`src/rtl/alu_sequencer_if.sv`:
```
// Program-memory fetch port plus ALU control/flag bundle between the sequencer (master) and the
// memory/ALU side (slave).
interface alu_sequencer_if #(parameter int AW = 4);
    logic          imem_req;
    logic [AW-1:0] imem_addr;
    logic          imem_ack;
    logic [7:0]    imem_data;
    logic [2:0]    flgs;
    logic [3:0]    tin;
    logic [3:0]    pin;
    logic          uacc;
    logic          inmode;
    logic          outmode;
    logic [1:0]    cmode;
    logic          bus_valid;

    modport master (
        output imem_req, imem_addr, tin, pin, uacc, inmode, outmode, cmode, bus_valid,
        input  imem_ack, imem_data, flgs
    );

    modport slave (
        input  imem_req, imem_addr, tin, pin, uacc, inmode, outmode, cmode, bus_valid,
        output imem_ack, imem_data, flgs
    );
endinterface

```
`src/rtl/alu_sequencer.sv`:
```
// Fetch/decode sequencer for the 4-bit accumulator ALU; SEQ_SINGLE_STEP_EN adds a step input that
// gates each fetch. ALU controls are retimed on negedge clk so they are stable over each clk-high phase.
module alu_sequencer #(
    parameter int            AW         = 4,
    parameter logic [AW-1:0] START_ADDR = '0
) (
    input  logic clk,
    input  logic rst,
    input  logic run,
`ifdef SEQ_SINGLE_STEP_EN
    input  logic step,
`endif
    output logic halted,
    alu_sequencer_if.master bus
);
    localparam logic [1:0] S_IDLE  = 2'd0;
    localparam logic [1:0] S_FETCH = 2'd1;
    localparam logic [1:0] S_EXEC  = 2'd2;
    localparam logic [1:0] S_HALT  = 2'd3;

    logic [1:0]    state_q, state_d;
    logic [AW-1:0] pc_q, pc_d;
    logic [7:0]    ir_q, ir_d;
    logic          req;
    logic          fire;
    logic          jump_taken;
    logic [3:0]    op;
    logic [3:0]    imm;

    logic [3:0] tin_q, tin_d;
    logic [3:0] pin_q, pin_d;
    logic [1:0] cmode_q, cmode_d;
    logic       inmode_q, inmode_d;
    logic       uacc_q, uacc_d;
    logic       outmode_q, outmode_d;
    logic       bus_valid_q, bus_valid_d;

    assign op  = ir_q[7:4];
    assign imm = ir_q[3:0];

`ifdef SEQ_SINGLE_STEP_EN
    // A step pulse arms exactly one fetch; the arm is consumed by the req&ack handshake.
    logic pend_q, pend_d;

    always_comb begin
        pend_d = pend_q;
        if (state_q == S_FETCH && step) pend_d = 1'b1;
        if (fire)                       pend_d = 1'b0;
    end

    always_ff @(posedge clk or posedge rst) begin
        if (rst) pend_q <= 1'b0;
        else     pend_q <= pend_d;
    end

    assign req = (state_q == S_FETCH) && pend_q;
`else
    assign req = (state_q == S_FETCH);
`endif

    assign fire = req && bus.imem_ack;

    always_comb begin
        case (op)
            4'h7:    jump_taken = 1'b1;
            4'h8:    jump_taken = bus.flgs[0];
            4'h9:    jump_taken = bus.flgs[2];
            4'hA:    jump_taken = bus.flgs[1];
            default: jump_taken = 1'b0;
        endcase
    end

    always_comb begin
        state_d = state_q;
        pc_d    = pc_q;
        ir_d    = ir_q;
        case (state_q)
            S_IDLE:  if (run) state_d = S_FETCH;
            S_FETCH: if (fire) begin
                ir_d    = bus.imem_data;
                pc_d    = pc_q + AW'(1);
                state_d = S_EXEC;
            end
            S_EXEC: begin
                state_d = (op == 4'hF) ? S_HALT : S_FETCH;
                if (jump_taken) begin
                    pc_d      = '0;
                    pc_d[3:0] = imm;
                end
            end
            default: state_d = S_HALT;
        endcase
    end

    always_ff @(posedge clk or posedge rst) begin
        if (rst) begin
            state_q <= S_IDLE;
            pc_q    <= START_ADDR;
            ir_q    <= 8'h00;
        end else begin
            state_q <= state_d;
            pc_q    <= pc_d;
            ir_q    <= ir_d;
        end
    end

    // Operand/mode registers hold their last value outside the instructions that set them.
    always_comb begin
        tin_d       = tin_q;
        pin_d       = pin_q;
        cmode_d     = cmode_q;
        inmode_d    = inmode_q;
        uacc_d      = 1'b0;
        outmode_d   = 1'b1;
        bus_valid_d = 1'b0;
        if (state_q == S_EXEC) begin
            case (op)
                4'h1: begin
                    pin_d    = imm;
                    inmode_d = 1'b1;
                    uacc_d   = 1'b1;
                end
                4'h2, 4'h3, 4'h4, 4'h5: begin
                    tin_d    = imm;
                    inmode_d = 1'b0;
                    cmode_d  = op[1:0] - 2'd2;
                    uacc_d   = 1'b1;
                end
                4'h6: begin
                    outmode_d   = 1'b0;
                    bus_valid_d = 1'b1;
                end
                default: ;
            endcase
        end
    end

    always_ff @(negedge clk or posedge rst) begin
        if (rst) begin
            tin_q       <= 4'h0;
            pin_q       <= 4'h0;
            cmode_q     <= 2'b00;
            inmode_q    <= 1'b0;
            uacc_q      <= 1'b0;
            outmode_q   <= 1'b1;
            bus_valid_q <= 1'b0;
        end else begin
            tin_q       <= tin_d;
            pin_q       <= pin_d;
            cmode_q     <= cmode_d;
            inmode_q    <= inmode_d;
            uacc_q      <= uacc_d;
            outmode_q   <= outmode_d;
            bus_valid_q <= bus_valid_d;
        end
    end

    assign bus.imem_req  = req;
    assign bus.imem_addr = pc_q;
    assign bus.tin       = tin_q;
    assign bus.pin       = pin_q;
    assign bus.cmode     = cmode_q;
    assign bus.inmode    = inmode_q;
    assign bus.uacc      = uacc_q;
    assign bus.outmode   = outmode_q;
    assign bus.bus_valid = bus_valid_q;
    assign halted        = (state_q == S_HALT);
endmodule

```
`src/flat_wrapper.sv`:
```
// flat-port wrapper written by rule: the top's interface ports become plain ports
module alu_sequencer_flat 
#(
    parameter int            AW         = 4,
    parameter logic [AW-1:0] START_ADDR = '0
)
  (clk, rst, run, halted, bus_imem_req, bus_imem_addr, bus_tin, bus_pin, bus_uacc, bus_inmode, bus_outmode, bus_cmode, bus_bus_valid, bus_imem_ack, bus_imem_data, bus_flgs);
  alu_sequencer_if #(.AW(AW)) bus_i ();
  input  logic clk;
  input  logic rst;
  input  logic run;
  output logic halted;
  output wire logic [$bits(bus_i.imem_req)-1:0] bus_imem_req;
  output wire logic [$bits(bus_i.imem_addr)-1:0] bus_imem_addr;
  output wire logic [$bits(bus_i.tin)-1:0] bus_tin;
  output wire logic [$bits(bus_i.pin)-1:0] bus_pin;
  output wire logic [$bits(bus_i.uacc)-1:0] bus_uacc;
  output wire logic [$bits(bus_i.inmode)-1:0] bus_inmode;
  output wire logic [$bits(bus_i.outmode)-1:0] bus_outmode;
  output wire logic [$bits(bus_i.cmode)-1:0] bus_cmode;
  output wire logic [$bits(bus_i.bus_valid)-1:0] bus_bus_valid;
  input wire logic [$bits(bus_i.imem_ack)-1:0] bus_imem_ack;
  input wire logic [$bits(bus_i.imem_data)-1:0] bus_imem_data;
  input wire logic [$bits(bus_i.flgs)-1:0] bus_flgs;
  assign bus_imem_req = bus_i.imem_req;
  assign bus_imem_addr = bus_i.imem_addr;
  assign bus_tin = bus_i.tin;
  assign bus_pin = bus_i.pin;
  assign bus_uacc = bus_i.uacc;
  assign bus_inmode = bus_i.inmode;
  assign bus_outmode = bus_i.outmode;
  assign bus_cmode = bus_i.cmode;
  assign bus_bus_valid = bus_i.bus_valid;
  assign bus_i.imem_ack = bus_imem_ack;
  assign bus_i.imem_data = bus_imem_data;
  assign bus_i.flgs = bus_flgs;
  alu_sequencer #(.AW(AW), .START_ADDR(START_ADDR)) u_core (.clk(clk), .rst(rst), .run(run), .halted(halted), .bus(bus_i));
endmodule
```
`config.mk`:
```
export PLATFORM = sky130hd
export DESIGN_NAME = alu_sequencer_flat
export DESIGN_NICKNAME = d
export VERILOG_FILES = /design/src/rtl/alu_sequencer_if.sv /design/src/rtl/alu_sequencer.sv /design/src/flat_wrapper.sv
export SDC_FILE = /design/constraint.sdc
export NUM_CORES = 1
export LEC_CHECK = 0
export CAP_MARGIN = 20
export CORE_UTILIZATION = 32
export DETAILED_ROUTE_END_ITERATION = 10
export RECOVER_POWER = 50
export SYNTH_ARGS = -nofsm -noshare
export SYNTH_HDL_FRONTEND = slang
export SYNTH_SLANG_ARGS = --single-unit
```
`constraint.sdc`:
```
create_clock -name clk -period 1.85 [get_ports clk]
set_input_delay 0.37 -clock clk [delete_from_list [all_inputs] [get_ports clk]]
set_output_delay 0.37 -clock clk [all_outputs]
set_load 0.02 [all_outputs]
```
# After elaboration in Yosys (flattened, before gate mapping)

Cells that the tools add are included.

Register bits after elaboration: 28
Input port bits: 15
Output and inout port bits: 20
Logic and storage cells: 56

Add/subtract/negate cells: 2
Equality and inequality tests: 17
Muxes and demuxes: 15
Reduce and logical (&&, ||, !) cells: 12

Operators with widths:

| operator            | number |
|---|---|
| $eq 4x3->1 const B  | 4 |
| $eq 4x4->1 const B  | 4 |
| $reduce_and 2->1    | 5 |
| $eq 4x2->1 const B  | 2 |
| $mux 4              | 2 |
| $pmux 4 s2          | 1 |
| $mux 1              | 6 |
| $mux 2              | 3 |
| $pmux 2 s3          | 1 |
| $reduce_or 5->1     | 1 |
| $add 4x1->4 const B | 1 |
| $eq 2x2->1 const B  | 2 |
| $eq 4x1->1 const B  | 1 |
| $ne 2x2->1 const B  | 2 |
| $pmux 1 s4          | 1 |
| $reduce_bool 2->1   | 2 |
| $reduce_or 4->1     | 1 |
| $reduce_and 3->1    | 1 |
| $eq 2x1->1 const B  | 1 |
| $logic_not 2->1     | 1 |
| $ne 2x1->1 const B  | 1 |
| $pmux 1 s2          | 1 |
| $sub 2x2->2 const B | 1 |
| $logic_and 1x1->1   | 1 |

# Logic depth before layout (Yosys ltp)

Depth in word-level cells: 4
Mapped depth: 7
Gate-level depth less buffers: 6

==> run_results.csv <==
group,metric,value,unit
worst_setup_path,max_stage_delay,0.40,ns
worst_setup_path,crit_slowest_cell,"dfrtp_1",
timing,fin_ws,-0.588,ns
synthesis,yosys.area_share.simple,0.153,
placed_design,gp_congestion,0.827,
cts,cts_buffer_depth,2,
finish,antennaDiodeCount,0,
timing,slew_viol_final,0,
timing,max-slew-margin-rel,0.543,
placed_design,io_buffers,34,
floorplan,coreArea,4320,um^2
pwr,power_leakage,0.995,nW
cts,clock_latency,0.34,ns
synthesis,synth-compound-area-share,0.104,
floorplan,dieArea,4770,um^2
job,maxCapViolCount,0,
detailed_routing,via_per_inst,4.98,
floorplan,die_w,69.1,um
synthesis,synth.area.top_cells,"dfrtp_1, dfrtn_1, mux2_2, ha_1, a311oi_1",
placed_design,dp_worst_setup_slack,-0.620,ns
floorplan,io_pins,35,
finish,finalNetCount,212,
timing,setup_viol,37,
pwr,powerDensity,525,nW/um^2
cts,cts_inserted_buffers,3,
worst_setup_path,cp.arrival,1.64,ns
timing,tightest_slew,0.686,ns
synthesis,synthAdderAreaFrac,0.0522,
floorplan,rows,24,
run_status,outcome,"finished with violations",
timing,hold-worst-slack,0.483,ns
cts,cts_sinks,28,
floorplan,die_y,69.1,um
floorplan,start_util,0.333,
detailed_routing,antenna_left,0,
finish,area_growth,51.8,%
cts,clk_pin_slew,0.10,ns
timing,hold_violations,0,
detailed_routing,drt-total-wl,3260,um
synthesis,yosysTopAreaCell,"dfrtp_1",
worst_setup_path,path_class,"flip-flop to flip-flop",
synthesis,synth_seq_cells,28,
detailed_routing,routedWlPerCell,13.5,um
grt,grt_pass1_wl,5570,um
synthesis,yosys_warnings,0,
finish,drive_gt1_frac,0.416,
worst_setup_path,crit_buf_inv,1,
synthesis,syn-instance-count,127,
timing,rsz0062_at_grt,"yes",
worst_setup_path,crit_chain,"inv_2, ha_4, nand2b_4, nor2_4, nand3b_1, mux2_4",
synthesis,avgSynthCellArea,11.3,um^2
synthesis,synthFlopType,"dfrtp_1",
placed_design,place_inst,230,
worst_setup_path,crit_fanout,5,
grt,grt_pass1_vias,1249,
synthesis,synth_nets,148,
synthesis,synth_xor_area_frac,0.00609,
cts,cts_tree,"done",
synthesis,synth_top_family_by_area,"simple AND/OR/NAND/NOR gates",
worst_setup_path,worstPathRequired,1.05,ns
synthesis,synth_top_cell_area_share,0.243,
synthesis,muxShareOfSynthArea,0.147,
worst_setup_path,startpoint_type,"flip-flop",
detailed_routing,first_pass_iters,4,
cts,htreeDepth,1,
placed_design,hpwlAfterDp,2420,um
worst_hold_path,holdCritPathClass,"flip-flop to flip-flop",
synthesis,async_reset_ff_frac,1.00,
worst_setup_path,cp-end-kind,"flip-flop",
detailed_routing,drcViolationCount,0,
grt,grt_max_degree,17,
detailed_routing,vias,1204,
synthesis,synth_edf_count,0,
synthesis,ys_types,36,
detailed_routing,first_iter_violations,29,
grt,gr-total-overflow,0,
worst_setup_path,crit_family,"flip-flops",
grt,antenna_found_initial,0,
finish,final_cells,242,
run_status,violations,"setup timing",
pwr,ir_worst_vdd,0.000443,V
grt,grtUsageTotal,0.141,
timing,finClkSkew,0.0669,ns
synthesis,netlist_area,1440,um^2
synthesis,ys_seq_area_frac,0.488,
cts,cts-root-buf,"clkbuf_8",
kinds of logic after synthesis:
kind of cell | after synthesis
xor+xnor | 1
compound gates | 21
fa+ha+maj | 6
flops | 28
mux | 19
buf+inv | 16
simple gates | 36
layout by cell type, fill, tap and decap left out, types with 5 or more instances in the layout:
cell and n:
a311oi_1 5, buf_4 25, buf_6 15, clkdlybuf4s50_1 17
dfrtn_1 13, dfrtp_1 14, ha_1 5, inv_1 9
mux2_2 12, mux2_4 5, nand2_1 5
timing repair:
item                       4_1_cts  5_1_grt
pin swaps                        3        2
hold endpoints to repair         0        0
setup endpoints to repair       30       33
resized for setup               95        5
hold buffers                     0        0
buffers inserted                 4        5
stage by stage:
| step | total power, mW | TNS [ns] | cell area, um^2 | utilization |
|---|---|---|---|---|
| floorplan | 0.643 | -5.70 | 1470 | - |
| global placement | 0.686 | -12.32 | 2030 | 0.469 |
| detailed placement | 0.688 | -13.03 | 2030 | 0.469 |
| CTS | 1.17 | -10.60 | 2180 | 0.503 |
| global route | 1.20 | -16.11 | 2180 | 0.505 |
| finish | 1.15 | -13.04 | 2180 | 0.505 |
cells in the mapped netlist (2+ instances only):
cell type  count
mux2_2        17
nand3b_1       4
nand4_1        3
nand2_1        5
a311oi_1       5
clkbuf_1       3
nor2b_1        2
mux2i_1        2
ha_1           6
and2_1         3
o21ai_0        3
nand2b_1       3
a31o_2         2
inv_1         11
nor3_1         3
nor2_1         5
a31oi_1        3
a21oi_1        3
dfrtn_1       13
dfrtp_1       14
nand3_1        2
sequential cells by signal (all words and copies together), names as in the netlist:
| signal | flops |
|---|---|
| u_core.ir_q | 8 |
| u_core.bus.pin | 4 |
| u_core.bus.tin | 4 |
| u_core.bus.cmode | 2 |
| u_core.bus.outmode | 1 |
| u_core.bus.inmode | 1 |
| u_core.bus.imem_addr | 4 |
| u_core.bus.uacc | 1 |
| u_core.bus.bus_valid | 1 |
| u_core.state_q | 2 |
routing by layer:
layer	wire length [um]	vias up	GRT usage	share of wire
met5	0	-	0	0
met4	62	0	0.0499	0.019
met3	123	6	0.0278	0.038
met2	1610	24	0.239	0.49
met1	1470	599	0.179	0.45
li1	-	575	-	-
layout make-up:
| class | instances | area, um^2 |
|---|---|---|
| clock inverter | 2 | 33.8 |
| multi-input combinational | 83 | 739 |
| inverter | 10 | 37.5 |
| timing repair buffer | 64 | 566 |
| tap | 52 | 65.1 |
| clock buffer | 3 | 41.3 |
| fill | 405 | 2140 |
| sequential | 28 | 702 |
report_power, final:
part / internal [mW] / total (mW) / switching [mW]
Combinational: 0.0286 / 0.0473 / 0.0187
Sequential: 0.613 / 0.613 / 0
Clock: 0.292 / 0.486 / 0.194
Total: 0.934 / 1.15 / 0.212
worst paths after layout:
| kind | start | to | slack [ns] | cells after the start |
|---|---|---|---|---|
| min in group asynchronous | rst | u_core.ir_q[4] | 0.60 | 3 |
| setup reg to reg | u_core.state_q[0] | u_core.bus.pin[2] | -0.59 | 6 |
| max in group asynchronous | rst | u_core.bus.pin[3] | -0.24 | 3 |
| hold / removal | u_core.bus.tin[1] | u_core.bus.tin[1] | 0.48 | 1 |
| setup / recovery | u_core.state_q[0] | u_core.bus.pin[2] | -0.59 | 6 |
| hold reg to reg | u_core.bus.tin[1] | u_core.bus.tin[1] | 0.48 | 1 |
(Power assumes the default switching activity.)
==> edit 1: new RTL, same flow settings <==
Take the reset off `ir_q` and load it in a clocked block of its own.
--- a/src/rtl/alu_sequencer.sv
+++ b/src/rtl/alu_sequencer.sv
@@ -96,12 +96,14 @@
         if (rst) begin
             state_q <= S_IDLE;
             pc_q    <= START_ADDR;
-            ir_q    <= 8'h00;
         end else begin
             state_q <= state_d;
             pc_q    <= pc_d;
-            ir_q    <= ir_d;
         end
+    end
+
+    always_ff @(posedge clk) begin
+        ir_q <= ir_d;
     end
 
     // Operand/mode registers hold their last value outside the instructions that set them.
Check against the original RTL: not checked (the comparison handles one clock edge and no latches or derived clocks); the edit may change what the design does.
==> edit 1 against the unedited design <==
The run still ends with setup timing left; utilization is 5.1 points higher; cell area is 3.3% lower; wire length is 19% lower; combinational power is 10% lower; synthesized area is 9.1% lower; sequential cell count stayed put; sequential share of layout area is 3.0 points higher; worst setup slack better by 0.13 ns; via count is 19% lower; total power is 1.1% higher; cell count is 13% lower; global-route usage is 0.63 points lower; critical path type unchanged; critical endpoint is now u_core.bus.pin[3]; largest cell class is now registers; highest routed layer unchanged.
==> edit 1: results (changes against the unedited design) <==
| Metric | Value |
|---|---|
| Xor/xnor share of the synthesized area | 0.0201 (+0.0140) |
| VDD IR-drop max | 0.293 mV (-34%) |
| WL per Instance | 12.5 µm (-7.2%) |
| First-pass GRT wire length | 4430 µm (-20%) |
| Synth cell types | 33 (-8.3%) |
| Register area share after synthesis | 0.567 (+0.0796) |
| Crit path DAT | 1.51 ns (-0.13 ns) |
| Post-Place Worst Slack | -0.528 ns (+0.0928 ns) |
| Final setup vio count | 28 (-24%) |
| Setup ws final | -0.455 ns (+0.132 ns) |
| Largest register FFs | 8 (unchanged) |
| Final GP Congestion | 0.806 (-2.6%) |
| Drt first-iter violations | 7 (-76%) |
| Ranking of synthesized cells by area | dfrtn_1 25%, edfxtp_1 18%, dfrtp_1 11%, mux2_1 7.8%, ha_1 5.7% |
| EDFF count, synth | 8 (+8) |
| Fraction of registers with async set/reset | 0.714 (-0.286) |
| DR vias | 979 (-19%) |
| Failing checks | setup timing |
| Final net count | 185 (-13%) |
| Vias in the first global route | 934 (-25%) |
| Total placed instance area | 0.00188 mm² (-7.0%) |
| Setup_tns | -8.92 ns (+4.12 ns) |
| Clock share of power | 0.414 (-0.010) |
| CTS H-tree depth | 1 (unchanged) |
| Status | complete, but fails checks |
| Worst slew margin | 0.742 (+0.199) |
| Dpl hpwl | 2020 µm (-17%) |
| Post-synth top flop | dfrtn_1 |
| Max Clock Skew | 0.0612 ns (-0.00576 ns) |
| Largest net degree at the start of global routing | 20 (+3) |
| Overall Global Routing Usage | 0.135 (-0.00635) |
| Synth Area in Adders | 0.0574 (+0.00524) |
| Sequential share of power | 0.550 (+0.015) |
| Top cells by count, synth | 13 x dfrtn_1, 9 x mux2_1, 8 x edfxtp_1 |
| Synth Area in Compound Gates | 0.0689 (-0.0354) |
| Post-synthesis mux area share | 0.128 (-0.0187) |
| Worst hold start | u_core.bus.pin[3] |
| Syn nets | 120 (-19%) |
| Share of layout cells above drive strength 1 | 0.485 (+0.0689) |
[edit 1: cell types whose count changed in the layout (fill, tap and decap cells not counted), sizes merged, moves of 3 or more]
cell	before	now
inv	11	8
clkdlybuf4s50	17	9
dfrtp	14	6
a31oi	3	0
nand3b	4	1
dlygate4sd3	1	9
mux2	17	14
a311oi	5	0
clkbuf	8	4
edfxtp	0	8
[edit 1: worst paths after layout]
kind                       cells after the start                       to
max reg2reg                                    6        u_core.bus.pin[3]
min                                            1        u_core.bus.pin[3]
min reg2reg                                    1        u_core.bus.pin[3]
min in group asynchronous                      3  u_core.bus.imem_addr[1]
max                                            6        u_core.bus.pin[3]
max in group asynchronous                      3        u_core.bus.tin[0]
[edit 1: cell type report]
cell class / count / area (µm²)
clock buffer: 3 / 41.3
clock inverter: 2 / 33.8
fill: 321 / 1690
inverter: 7 / 28.8
multi-input combinational: 61 / 631
sequential: 28 / 742
tap: 48 / 60.1
timing repair buffer: 62 / 577
[edit 1: repair_timing]
action                                  CTS  global route
pin swaps                                 2             2
endpoints found under the setup margin   30            42
buffers inserted                          7             4
resized for setup                        98            12
[edit 1: per-layer routing]
| layer | vias to the layer above | global-route usage | routed length (µm) |
|---|---|---|---|
| met5 | - | 0 | 0 |
| met1 | 477 | 0.168 | 1180 |
| li1 | 480 | - | - |
| met2 | 20 | 0.237 | 1360 |
| met4 | 0 | 0.0489 | 31 |
| met3 | 2 | 0.0155 | 73 |
[edit 1: per-stage QoR]
step,total power [mW],std cells,hold slack (ns),util
after floorplan,0.666,99,0.333,-
final,1.16,211,0.464,0.556
after global placement,0.704,198,0.436,0.496
after global routing,1.21,211,0.495,0.556
after detailed placement,0.704,198,0.443,0.496
after CTS,1.18,209,0.447,0.541
==> edit 2: new RTL, same settings <==
Without the edit above. `AW` is set to 4 in 3 places; all go to 6.
--- a/src/rtl/alu_sequencer_if.sv
+++ b/src/rtl/alu_sequencer_if.sv
@@ -1,6 +1,6 @@
 // Program-memory fetch port plus ALU control/flag bundle between the sequencer (master) and the
 // memory/ALU side (slave).
-interface alu_sequencer_if #(parameter int AW = 4);
+interface alu_sequencer_if #(parameter int AW = 6);
     logic          imem_req;
     logic [AW-1:0] imem_addr;
     logic          imem_ack;
--- a/src/rtl/alu_sequencer.sv
+++ b/src/rtl/alu_sequencer.sv
@@ -1,7 +1,7 @@
 // Fetch/decode sequencer for the 4-bit accumulator ALU; SEQ_SINGLE_STEP_EN adds a step input that
 // gates each fetch. ALU controls are retimed on negedge clk so they are stable over each clk-high phase.
 module alu_sequencer #(
-    parameter int            AW         = 4,
+    parameter int            AW         = 6,
     parameter logic [AW-1:0] START_ADDR = '0
 ) (
     input  logic clk,
--- a/src/flat_wrapper.sv
+++ b/src/flat_wrapper.sv
@@ -1,7 +1,7 @@
 // flat-port wrapper written by rule: the top's interface ports become plain ports
 module alu_sequencer_flat 
 #(
-    parameter int            AW         = 4,
+    parameter int            AW         = 6,
     parameter logic [AW-1:0] START_ADDR = '0
 )
   (clk, rst, run, halted, bus_imem_req, bus_imem_addr, bus_tin, bus_pin, bus_uacc, bus_inmode, bus_outmode, bus_cmode, bus_bus_valid, bus_imem_ack, bus_imem_data, bus_flgs);
Interface: changed (resized bus_imem_addr); port bits go from 35 to 37. The function was not compared with the original's and may differ.
==> edit 2 against the unedited design <==
The flow still finishes with violations (setup timing); wire length rose by 6.9%; total power rose by 9.3%; count of clock-buffer cells in the layout rose by 4; non-clock buffer count rose by 1; sequential cell count rose by 2; cell area rose by 3.6%; global-route usage rose by 1.5 points; sequential power rose by 7.3%; synthesized area rose by 1.7%; worst setup slack improved by 0.13 ns; combinational power rose by 2%; critical path type unchanged.
==> edit 2: results (changes against the unedited design) <==
| Metric | Value |
|---|---|
| VDD IR-drop max | 0.317 mV (-28%) |
| Met2 WL | 1750 µm (+8.8%) |
| Syn nets | 145 (-2.0%) |
| Post-CTS sizing | 87 (-8.4%) |
| Signal buf overhead | 0.258 (-0.00113) |
| Final setup vio count | 28 (-24%) |
| Number of clock sinks | 30 (+7.1%) |
| Drt first-iter violations | 66 (+130%) |
| Postcts setup bufs | 3 (-1) |
| CTS H-tree depth | 2 (+1) |
| Met3 usage | 0.0581 (+0.0304) |
| Lkg Pwr | 1.09 nW (+10%) |
| Overall Global Routing Usage | 0.156 (+0.0149) |
| Final net count | 214 (+0.94%) |
| Crit path DAT | 1.52 ns (-0.12 ns) |
| Largest fanout on the critical path | 6 (+1) |
| Number of CTS-inserted buffers | 5 (+2) |
| Hold Path Sink | u_core.bus.tin[2] |
| Placed cell count | 231 (+0.43%) |
| DR vias | 1197 (-0.58%) |
| Clk pin slew, worst setup/hold paths | 0.06 ns (-0.04 ns) |
| Detailed-routing wirelength on met1 | 1480 µm (+0.89%) |
| WL met3 | 204 µm (+66%) |
| Clock-cell share of area | 0.0420 (+0.00767) |
| Failing checks | setup timing |
| Synth cell types | 41 (+14%) |
| M2 GR Usage | 0.265 (+0.0259) |
| Cell area power density | 554 mW/mm² (+5.5%) |
| Worst hold start | u_core.bus.tin[2] |
| Share of layout cells above drive strength 1 | 0.443 (+0.0275) |
| Dpl hpwl | 2600 µm (+7.2%) |
| Setup ws final | -0.460 ns (+0.127 ns) |
| Ranking of synthesized cells by area | dfrtp_1 27%, dfrtn_1 22%, mux2_2 14%, ha_1 5.1%, inv_1 2.6% |
| Clk_buf instances | 7 (+4) |
| Gate Count Post-Synth | 124 (-2.4%) |
| First-pass GRT wire length | 5830 µm (+4.7%) |
| Final design utilization | 0.516 (+0.0108) |
| Largest net degree at the start of global routing | 12 (-5) |
| Switching share of total power | 0.210 (+0.0253) |
| Multi-input gate count | 81 (-2.4%) |
| Input/output buffers | 36 (+5.9%) |
| Max Clock Skew | 0.0573 ns (-0.00964 ns) |
| Inverter count | 9 (-1) |
| Top cells by count, synth | 18 x mux2_2, 16 x dfrtp_1, 13 x dfrtn_1 |
| Non-clk bufs | 65 (+1.6%) |
| Fillers | 394 (-2.7%) |
| Status | complete, but fails checks |
| Comb power frac | 0.039 (-0.002) |
| Final cell count without fillers | 246 (+1.7%) |
| Worst slew margin | 0.599 (+0.0563) |
| Final GP Congestion | 0.778 (-5.9%) |
-- edit 2: kinds of logic (layout without fill, tap and decap cells) --
kind of cell / after synthesis / in the layout / synth area share
simple gates: 32 / 32 / 0.115
xor+xnor: 1 / 1 / 0.00598
compound gates: 21 / 21 / 0.111
flops: 30 / 30 / 0.514
buf+inv: 13 / 83 / 0.0393
mux: 21 / 21 / 0.163
fa+ha+maj: 6 / 6 / 0.0513
-- edit 2: critical path: cells and delay by family, from the launching register on --
family	cells	cell delay, ns
flip-flops	1	0.40
multiplexers	1	0.30
AND/OR/NAND/NOR	2	0.28
adder cells (fa/ha/maj)	1	0.14
buffers and inverters	2	0.13
-- edit 2: through the flow --
step / TNS, ns / worst slack, ns
finish: -9.56 / -0.460
global route: -10.79 / -0.519
CTS: -9.81 / -0.471
detailed placement: -12.28 / -0.532
global placement: -11.63 / -0.529
floorplan: -4.75 / -0.468
